File: src/rtl/dungeon_nav_engine.sv
// Dungeon navigation engine: command-driven movement over a tile map read
// from an external memory, simple combat (attack / run away), and a fog-of-war
// bitmap revealed in a diamond around the player after every successful move.
module dungeon_nav_engine #(
    parameter int MAP_W     = 20,
    parameter int MAP_H     = 20,
    parameter int REVEAL_R  = 2,
    parameter int START_POS = 50,
    parameter int HP_MAX    = 100,
    parameter int DAMAGE    = 10,
    localparam int AW       = $clog2(MAP_W * MAP_H),
    localparam int HW       = 16
) (
    input  logic          clk,
    input  logic          rst,
    input  logic          cmd_valid,
    input  logic [4:0]    cmd_code,
    output logic          cmd_ready,
    output logic          map_rd,
    output logic [AW-1:0] map_addr,
    input  logic [3:0]    map_data,
    output logic [AW-1:0] pos,
    output logic [HW-1:0] hp,
    output logic          in_combat,
    output logic          dead,
    output logic          no_shroud,
    output logic          done,
    output logic          run_failed,
    input  logic [AW-1:0] fog_addr,
    output logic          fog_bit
);

    localparam int NCELL = MAP_W * MAP_H;
    localparam int RW    = $clog2(MAP_H);
    localparam int CW    = $clog2(MAP_W);

    localparam logic [3:0]  TILE_WALL  = 4'd5;
    localparam logic [3:0]  TILE_ENEMY = 4'd6;
    localparam logic [15:0] LFSR_SEED  = 16'hACE1;
    localparam logic [2:0]  SWEEP_MAX  = 3'(2 * REVEAL_R);
    localparam logic [2:0]  RAD        = 3'(REVEAL_R);

    typedef enum logic [2:0] {
        S_REVEAL,
        S_IDLE,
        S_RD,
        S_EVAL,
        S_EXEC
    } state_t;

    state_t          state_q, state_d;
    logic [RW-1:0]   row_q, row_d;
    logic [CW-1:0]   col_q, col_d;
    logic [HW-1:0]   hp_q, hp_d;
    logic            in_combat_q, in_combat_d;
    logic            dead_q, dead_d;
    logic            no_shroud_q, no_shroud_d;
    logic [15:0]     lfsr_q, lfsr_d;
    logic [1:0]      dir_q, dir_d;
    logic            run_fail_q, run_fail_d;
    // Set once the first post-move sweep starts; the sweep after reset stays silent.
    logic            cmd_reveal_q, cmd_reveal_d;
    logic [2:0]      sr_q, sr_d;
    logic [2:0]      sc_q, sc_d;
    logic [NCELL-1:0] fog_q;
    logic [NCELL-1:0] fog_set;

    // Command decode at the accept point
    logic            accept;
    logic            is_move, is_atk, is_run, is_shroud;
    logic            cmd_ignored;
    logic            run_fail_now;
    logic [1:0]      mv_dir;
    logic [1:0]      acc_dir;
    logic            acc_blocked;
    logic            acc_go_rd;
    logic [HW-1:0]   hp_after;
    logic            lfsr_fb;

    // Move target and sweep cell
    logic [RW-1:0]   tgt_row;
    logic [CW-1:0]   tgt_col;
    logic [15:0]     tgt_lin;
    logic [9:0]      cell_r, cell_c;
    logic [2:0]      ar, ac;
    logic            cell_in_bounds;
    logic            cell_in_radius;
    logic            reveal_we;
    logic [15:0]     reveal_lin;
    logic            sweep_last;
    logic            fog_rd;

    // True when moving in direction d from (r,c) would leave the map.
    function automatic logic is_blocked(input logic [1:0] d,
                                        input logic [RW-1:0] r,
                                        input logic [CW-1:0] c);
        logic b;
        case (d)
            2'd0:    b = (c == CW'(MAP_W - 1));
            2'd1:    b = (c == '0);
            2'd2:    b = (r == '0);
            default: b = (r == RW'(MAP_H - 1));
        endcase
        return b;
    endfunction

    // Classify the offered command and decide whether it needs a map read
    always_comb begin
        accept       = (state_q == S_IDLE) && cmd_valid;
        is_move      = (cmd_code >= 5'd1) && (cmd_code <= 5'd4);
        is_atk       = (cmd_code == 5'd5);
        is_run       = (cmd_code == 5'd6);
        is_shroud    = (cmd_code == 5'h10);
        cmd_ignored  = dead_q || (is_move && in_combat_q) ||
                       ((is_atk || is_run) && !in_combat_q);
        run_fail_now = is_run && !cmd_ignored && (lfsr_q[1:0] == 2'd0);
        // codes 1..4 map onto directions 0..3 (R, L, U, D)
        mv_dir       = cmd_code[1:0] - 2'd1;
        acc_dir      = is_move ? mv_dir : lfsr_q[3:2];
        acc_blocked  = is_blocked(acc_dir, row_q, col_q);
        acc_go_rd    = !cmd_ignored && (is_move || (is_run && !run_fail_now)) && !acc_blocked;
        hp_after     = (hp_q > HW'(DAMAGE)) ? (hp_q - HW'(DAMAGE)) : '0;
        lfsr_fb      = lfsr_q[0] ^ lfsr_q[2] ^ lfsr_q[3] ^ lfsr_q[5];
    end

    // Neighbouring tile in the latched direction; only used when not blocked
    always_comb begin
        tgt_row = row_q;
        tgt_col = col_q;
        case (dir_q)
            2'd0:    tgt_col = col_q + CW'(1);
            2'd1:    tgt_col = col_q - CW'(1);
            2'd2:    tgt_row = row_q - RW'(1);
            default: tgt_row = row_q + RW'(1);
        endcase
        tgt_lin = 16'(tgt_row) * 16'(MAP_W) + 16'(tgt_col);
    end

    // Current sweep cell: offsets are stored biased by +R so counters stay unsigned;
    // a negative coordinate shows up as bit 9 set after the subtraction.
    always_comb begin
        cell_r         = 10'(row_q) + 10'(sr_q) - 10'(REVEAL_R);
        cell_c         = 10'(col_q) + 10'(sc_q) - 10'(REVEAL_R);
        ar             = (sr_q >= RAD) ? (sr_q - RAD) : (RAD - sr_q);
        ac             = (sc_q >= RAD) ? (sc_q - RAD) : (RAD - sc_q);
        cell_in_bounds = !cell_r[9] && !cell_c[9] &&
                         (cell_r < 10'(MAP_H)) && (cell_c < 10'(MAP_W));
        cell_in_radius = ({1'b0, ar} + {1'b0, ac}) <= {1'b0, RAD};
        reveal_we      = (state_q == S_REVEAL) && cell_in_bounds && cell_in_radius;
        reveal_lin     = 16'(cell_r) * 16'(MAP_W) + 16'(cell_c);
        sweep_last     = (sr_q == SWEEP_MAX) && (sc_q == SWEEP_MAX);
    end

    // One-hot set mask for the fog bitmap, one comparator per cell
    genvar gi;
    generate
        for (gi = 0; gi < NCELL; gi++) begin : g_fog_set
            assign fog_set[gi] = reveal_we && (reveal_lin == 16'(gi));
        end
    endgenerate

    // Fog bitmap: bits only ever get set, cleared solely by reset
    always_ff @(posedge clk or posedge rst) begin
        if (rst) begin
            fog_q <= '0;
        end else begin
            fog_q <= fog_q | fog_set;
        end
    end

    // Fog lookup port; addresses beyond the map read as hidden
    always_comb begin
        fog_rd  = (32'(fog_addr) < NCELL) ? fog_q[fog_addr] : 1'b0;
        fog_bit = no_shroud_q | fog_rd;
    end

    // FSM state register
    always_ff @(posedge clk or posedge rst) begin
        if (rst) begin
            state_q <= S_REVEAL;
        end else begin
            state_q <= state_d;
        end
    end

    // FSM next-state logic
    always_comb begin
        state_d = state_q;
        case (state_q)
            S_REVEAL: if (sweep_last) state_d = S_IDLE;
            S_IDLE:   if (accept) state_d = acc_go_rd ? S_RD : S_EXEC;
            S_RD:     state_d = S_EVAL;
            S_EVAL:   state_d = (map_data == TILE_WALL) ? S_IDLE : S_REVEAL;
            S_EXEC:   state_d = S_IDLE;
            default:  state_d = S_IDLE;
        endcase
    end

    // FSM outputs; done lands on the last cycle of whichever path the command took
    always_comb begin
        cmd_ready  = (state_q == S_IDLE);
        map_rd     = (state_q == S_RD);
        done       = (state_q == S_EXEC) ||
                     ((state_q == S_EVAL) && (map_data == TILE_WALL)) ||
                     ((state_q == S_REVEAL) && sweep_last && cmd_reveal_q);
        run_failed = (state_q == S_EXEC) && run_fail_q;
    end

    // Datapath next-state: command effects, move commit, sweep counters, LFSR
    always_comb begin
        row_d        = row_q;
        col_d        = col_q;
        hp_d         = hp_q;
        in_combat_d  = in_combat_q;
        dead_d       = dead_q;
        no_shroud_d  = no_shroud_q;
        lfsr_d       = {lfsr_fb, lfsr_q[15:1]};
        dir_d        = dir_q;
        run_fail_d   = run_fail_q;
        cmd_reveal_d = cmd_reveal_q;
        sr_d         = sr_q;
        sc_d         = sc_q;
        case (state_q)
            S_IDLE: begin
                if (accept) begin
                    dir_d      = acc_dir;
                    run_fail_d = run_fail_now;
                    if (!cmd_ignored && is_atk) begin
                        hp_d   = hp_after;
                        dead_d = (hp_after == '0);
                    end
                    if (!cmd_ignored && is_shroud) begin
                        no_shroud_d = ~no_shroud_q;
                    end
                end
            end
            S_EVAL: begin
                if (map_data != TILE_WALL) begin
                    row_d        = tgt_row;
                    col_d        = tgt_col;
                    in_combat_d  = (map_data == TILE_ENEMY);
                    cmd_reveal_d = 1'b1;
                end
            end
            S_REVEAL: begin
                if (sweep_last) begin
                    sr_d = '0;
                    sc_d = '0;
                end else if (sc_q == SWEEP_MAX) begin
                    sc_d = '0;
                    sr_d = sr_q + 3'd1;
                end else begin
                    sc_d = sc_q + 3'd1;
                end
            end
            default: begin
            end
        endcase
    end

    // Datapath registers
    always_ff @(posedge clk or posedge rst) begin
        if (rst) begin
            row_q        <= RW'(START_POS / MAP_W);
            col_q        <= CW'(START_POS % MAP_W);
            hp_q         <= HW'(HP_MAX);
            in_combat_q  <= 1'b0;
            dead_q       <= 1'b0;
            no_shroud_q  <= 1'b0;
            lfsr_q       <= LFSR_SEED;
            dir_q        <= 2'd0;
            run_fail_q   <= 1'b0;
            cmd_reveal_q <= 1'b0;
            sr_q         <= '0;
            sc_q         <= '0;
        end else begin
            row_q        <= row_d;
            col_q        <= col_d;
            hp_q         <= hp_d;
            in_combat_q  <= in_combat_d;
            dead_q       <= dead_d;
            no_shroud_q  <= no_shroud_d;
            lfsr_q       <= lfsr_d;
            dir_q        <= dir_d;
            run_fail_q   <= run_fail_d;
            cmd_reveal_q <= cmd_reveal_d;
            sr_q         <= sr_d;
            sc_q         <= sc_d;
        end
    end

    assign map_addr  = AW'(tgt_lin);
    assign pos       = AW'(16'(row_q) * 16'(MAP_W) + 16'(col_q));
    assign hp        = hp_q;
    assign in_combat = in_combat_q;
    assign dead      = dead_q;
    assign no_shroud = no_shroud_q;

endmodule

File: config.mk
export PLATFORM = sky130hd
export DESIGN_NAME = dungeon_nav_engine
export DESIGN_NICKNAME = d
export VERILOG_FILES = /design/src/rtl/dungeon_nav_engine.sv
export SDC_FILE = /design/constraint.sdc
export NUM_CORES = 1
export LEC_CHECK = 0
export BUFFER_PORTS_ARGS = -buffer_cell sky130_fd_sc_hd__buf_2
export CAP_MARGIN = 0
export CORE_AREA = 5 5 245 247
export CTS_BUF_LIST = sky130_fd_sc_hd__clkbuf_8
export DETAILED_ROUTE_END_ITERATION = 8
export DIE_AREA = 0 0 250 252
export PLACE_DENSITY = 0.6
export REMOVE_ABC_BUFFERS = 1
export SLEW_MARGIN = 20
export SYNTH_ARGS = -nofsm -noshare
export SYNTH_HDL_FRONTEND = slang
export SYNTH_SLANG_ARGS = --single-unit
export TNS_END_PERCENT = 20
File: constraint.sdc
create_clock -name clk -period 13 [get_ports clk]
set_clock_uncertainty 0.2 [all_clocks]
set_input_delay 1.3 -clock clk [delete_from_list [all_inputs] [get_ports clk]]
set_output_delay 1.3 -clock clk [all_outputs]
set_load 0.005 [all_outputs]
==> qor.yml <==
ys_seq_area_share_pct: 50.3
slew_viol_final: 0
setup_violations: 0
ys_warn_count: 0
hold_ws_ns: 0.152
area_delta_synth_final_pct: 11.6
grt_max_degree: 180
cp_max_fo: 64
synth_edf_count: 0
synth_most_common_cell: "dfrtp_1"
gp_congestion: 0.840
synth_flop_cell: "dfrtp_1"
max_slew_margin_pct: 28.6
hold_violations: 0
syn_area_per_cell_um2: 12.4
grt_pass1_vias: 16369
cts_setup_buffers: 0
finish.net_count: 2007
max_cap_viol_count: 0
worst_pin_slew_ns: 1.07
synth_area_um2: 22800
period_share_pct: 49.5
synth_top_cell_by_area: "dfrtp_1"
max_freq_mhz: 155
cts_resized: 0
cp_slowest_cell: "nand3_4"
holdBufCountCts: 0
synth_cell_types: 86
cts.sinks: 458
rsz0062_at_grt: "no"
setup_tns_ns: 0
fillers: 5234
drc: 0
die_width_um: 250
cp_cell_sequence: "inv_1 > ha_1 > inv_1 > ha_1 > inv_1 > fa_1 > xor2_1 > inv_1 > ha_1 > ha_1 > inv_1 > fa_1 > nor2b_1 > o21a_1 > nor2_1 > xnor2_1 > ha_1 > nor3_1 > o311ai_4 > nor3_4 > nand3_4 > o21bai_1"
fin_crit_ns: 6.44
synthTopCellsByArea: "dfrtp_1 (49%), o21bai_1 (11%), mux4_2 (9.7%)"
cts_root_buf: "clkbuf_8"
wire_per_inst_um: 22.4
wl_mm: 61.2
dieArea_um2: 63000
first_iter_violations: 1187
grt_pass1_wl_mm: 97.7
cp.arrival_ns: 6.80
start_kind: "flop"
vias: 15539
rows: 88
final_layout_size_suffix_gt1_share_pct: 19.5
grt_antenna_before_repair: 1
crit_type: "flop to flop"
initial_core_util_pct: 39.8
clockBufferDepth: 3
io_buffers: 62
status: "finished clean"
synthArstFlopShare_pct: 100
required_ns: 13.36
cts.htree.levels: 3
cp-end-kind: "flop"
core_area_um2: 57400
boundaryPins: 63
grt_usage_pct: 19.5
insertion_delay_ns: 0.66
synth_cells: 1835
ant_nets: 0
slowest_delay_ns: 0.77
viasPerCell: 5.70
ys_ff_latch: 458
min_path_type: "flop to flop"
overflow: 0
synth_top_cell_area_share_pct: 48.7
synth_top_cells_by_count: "dfrtp_1 (444), o21bai_1 (347), nand2_1 (123), mux4_2 (98), ha_1 (74)"
first_pass_iters: 5
cts_buffers: 81
place_hpwl_mm: 39.3
clk_pin_slew_ns: 0.06
cts_tree: "yes"
die_height_um: 252
cells in the final DEF, fill, tap and decap left out, drive strengths merged, types with 8 or more instances in the layout:
| cell | Yosys | routed |
|---|---|---|
| mux2i | 22 | 22 |
| clkbuf | 27 | 103 |
| nand4 | 16 | 16 |
| nor3 | 30 | 30 |
| ha | 74 | 74 |
| a21oi | 38 | 38 |
| o21bai | 366 | 366 |
| mux4 | 98 | 98 |
| dfstp | 14 | 14 |
| nand2 | 123 | 123 |
| nand3 | 30 | 30 |
| a41o | 21 | 21 |
| xor2 | 16 | 16 |
| buf | 72 | 82 |
| a31oi | 8 | 8 |
| nor2 | 67 | 67 |
| dfrtp | 444 | 444 |
| a21o | 34 | 34 |
| mux2 | 9 | 9 |
| nand2b | 17 | 17 |
| clkinv | 0 | 10 |
| a22oi | 20 | 20 |
| fa | 11 | 11 |
| inv | 68 | 96 |
| a211oi | 10 | 10 |
| o21ai | 51 | 51 |
| nor4 | 9 | 9 |
| nor3b | 8 | 8 |
| nor2b | 22 | 22 |
| xnor2 | 34 | 34 |
state kept, by name, indices dropped and copies added (netlist names), 2 cells and up:
signal and cells:
col_q 5, dir_q 2, state_q 3, sr_q 3
fog_q 400, sc_q 3, hp 16, row_q 5
lfsr_q 16
metrics by stage:
step	area [um^2]	instances	util, %	setup WS [ns]
finish	25500	2727	44.4	6.56
global route	25500	2727	44.4	6.15
CTS	25400	2725	44.3	6.39
detailed placement	23700	2582	41.4	6.33
global placement	23700	2582	41.4	6.50
floorplan	22300	1736	-	-1.25
path summary, 6_finish.rpt:
kind                            from         end  slack, ns  depth (start not counted)
setup / recovery            row_q[1]  fog_q[191]       6.56                         22
hold / removal             lfsr_q[8]   lfsr_q[7]       0.15                          0
setup reg to reg            row_q[1]  fog_q[191]       6.56                         22
hold reg to reg            lfsr_q[8]   lfsr_q[7]       0.15                          0
max in group asynchronous        rst  fog_q[376]      10.37                          4
min in group asynchronous        rst       hp[8]       0.65                          2
area by class of cell:
type	instances	area (um^2)	area share [%]
diodes	1	2.50	0.00983
clock buffers	103	1420	5.57
clock inverters	40	256	1.01
inverters	68	263	1.03
multi-input cells	1210	10600	41.5
flip-flops and latches	458	11500	45.1
well taps	765	957	3.76
repair buffers	82	505	1.99
worst max-delay path, delay by kind of cell, from the launching register on:
kind            cells  cell delay [ns]
compound gates      3             0.86
xor+xnor            2             0.36
fa+ha+maj           7             2.02
buf+inv             5             0.44
flops               1             0.63
simple gates        5             1.79
logic make-up (layout without fill, tap and decap cells):
group	count (synthesis)	after routing	share of synthesized area (%)
XOR/XNOR	50	50	2.00
AO/OA/AOI/OAI	593	593	19.8
other	0	1	0
buffers and inverters	167	293	3.53
multiplexers	129	129	11.1
flip-flops	458	458	50.3
AND/OR/NAND/NOR	353	353	8.23
adder cells (fa/ha/maj)	85	85	5.02
routing by layer:
layer	track usage (%)	vias to the layer above	wire, um
li1	-	6902	-
met1	27.4	8100	27400
met2	30.6	437	28500
met3	3.54	100	3610
met4	6.92	0	1690
met5	0	-	0
Power is left out: the tool's default activity adds up to more than one toggle a clock period on the data nets, which glitch-free logic cannot reach.
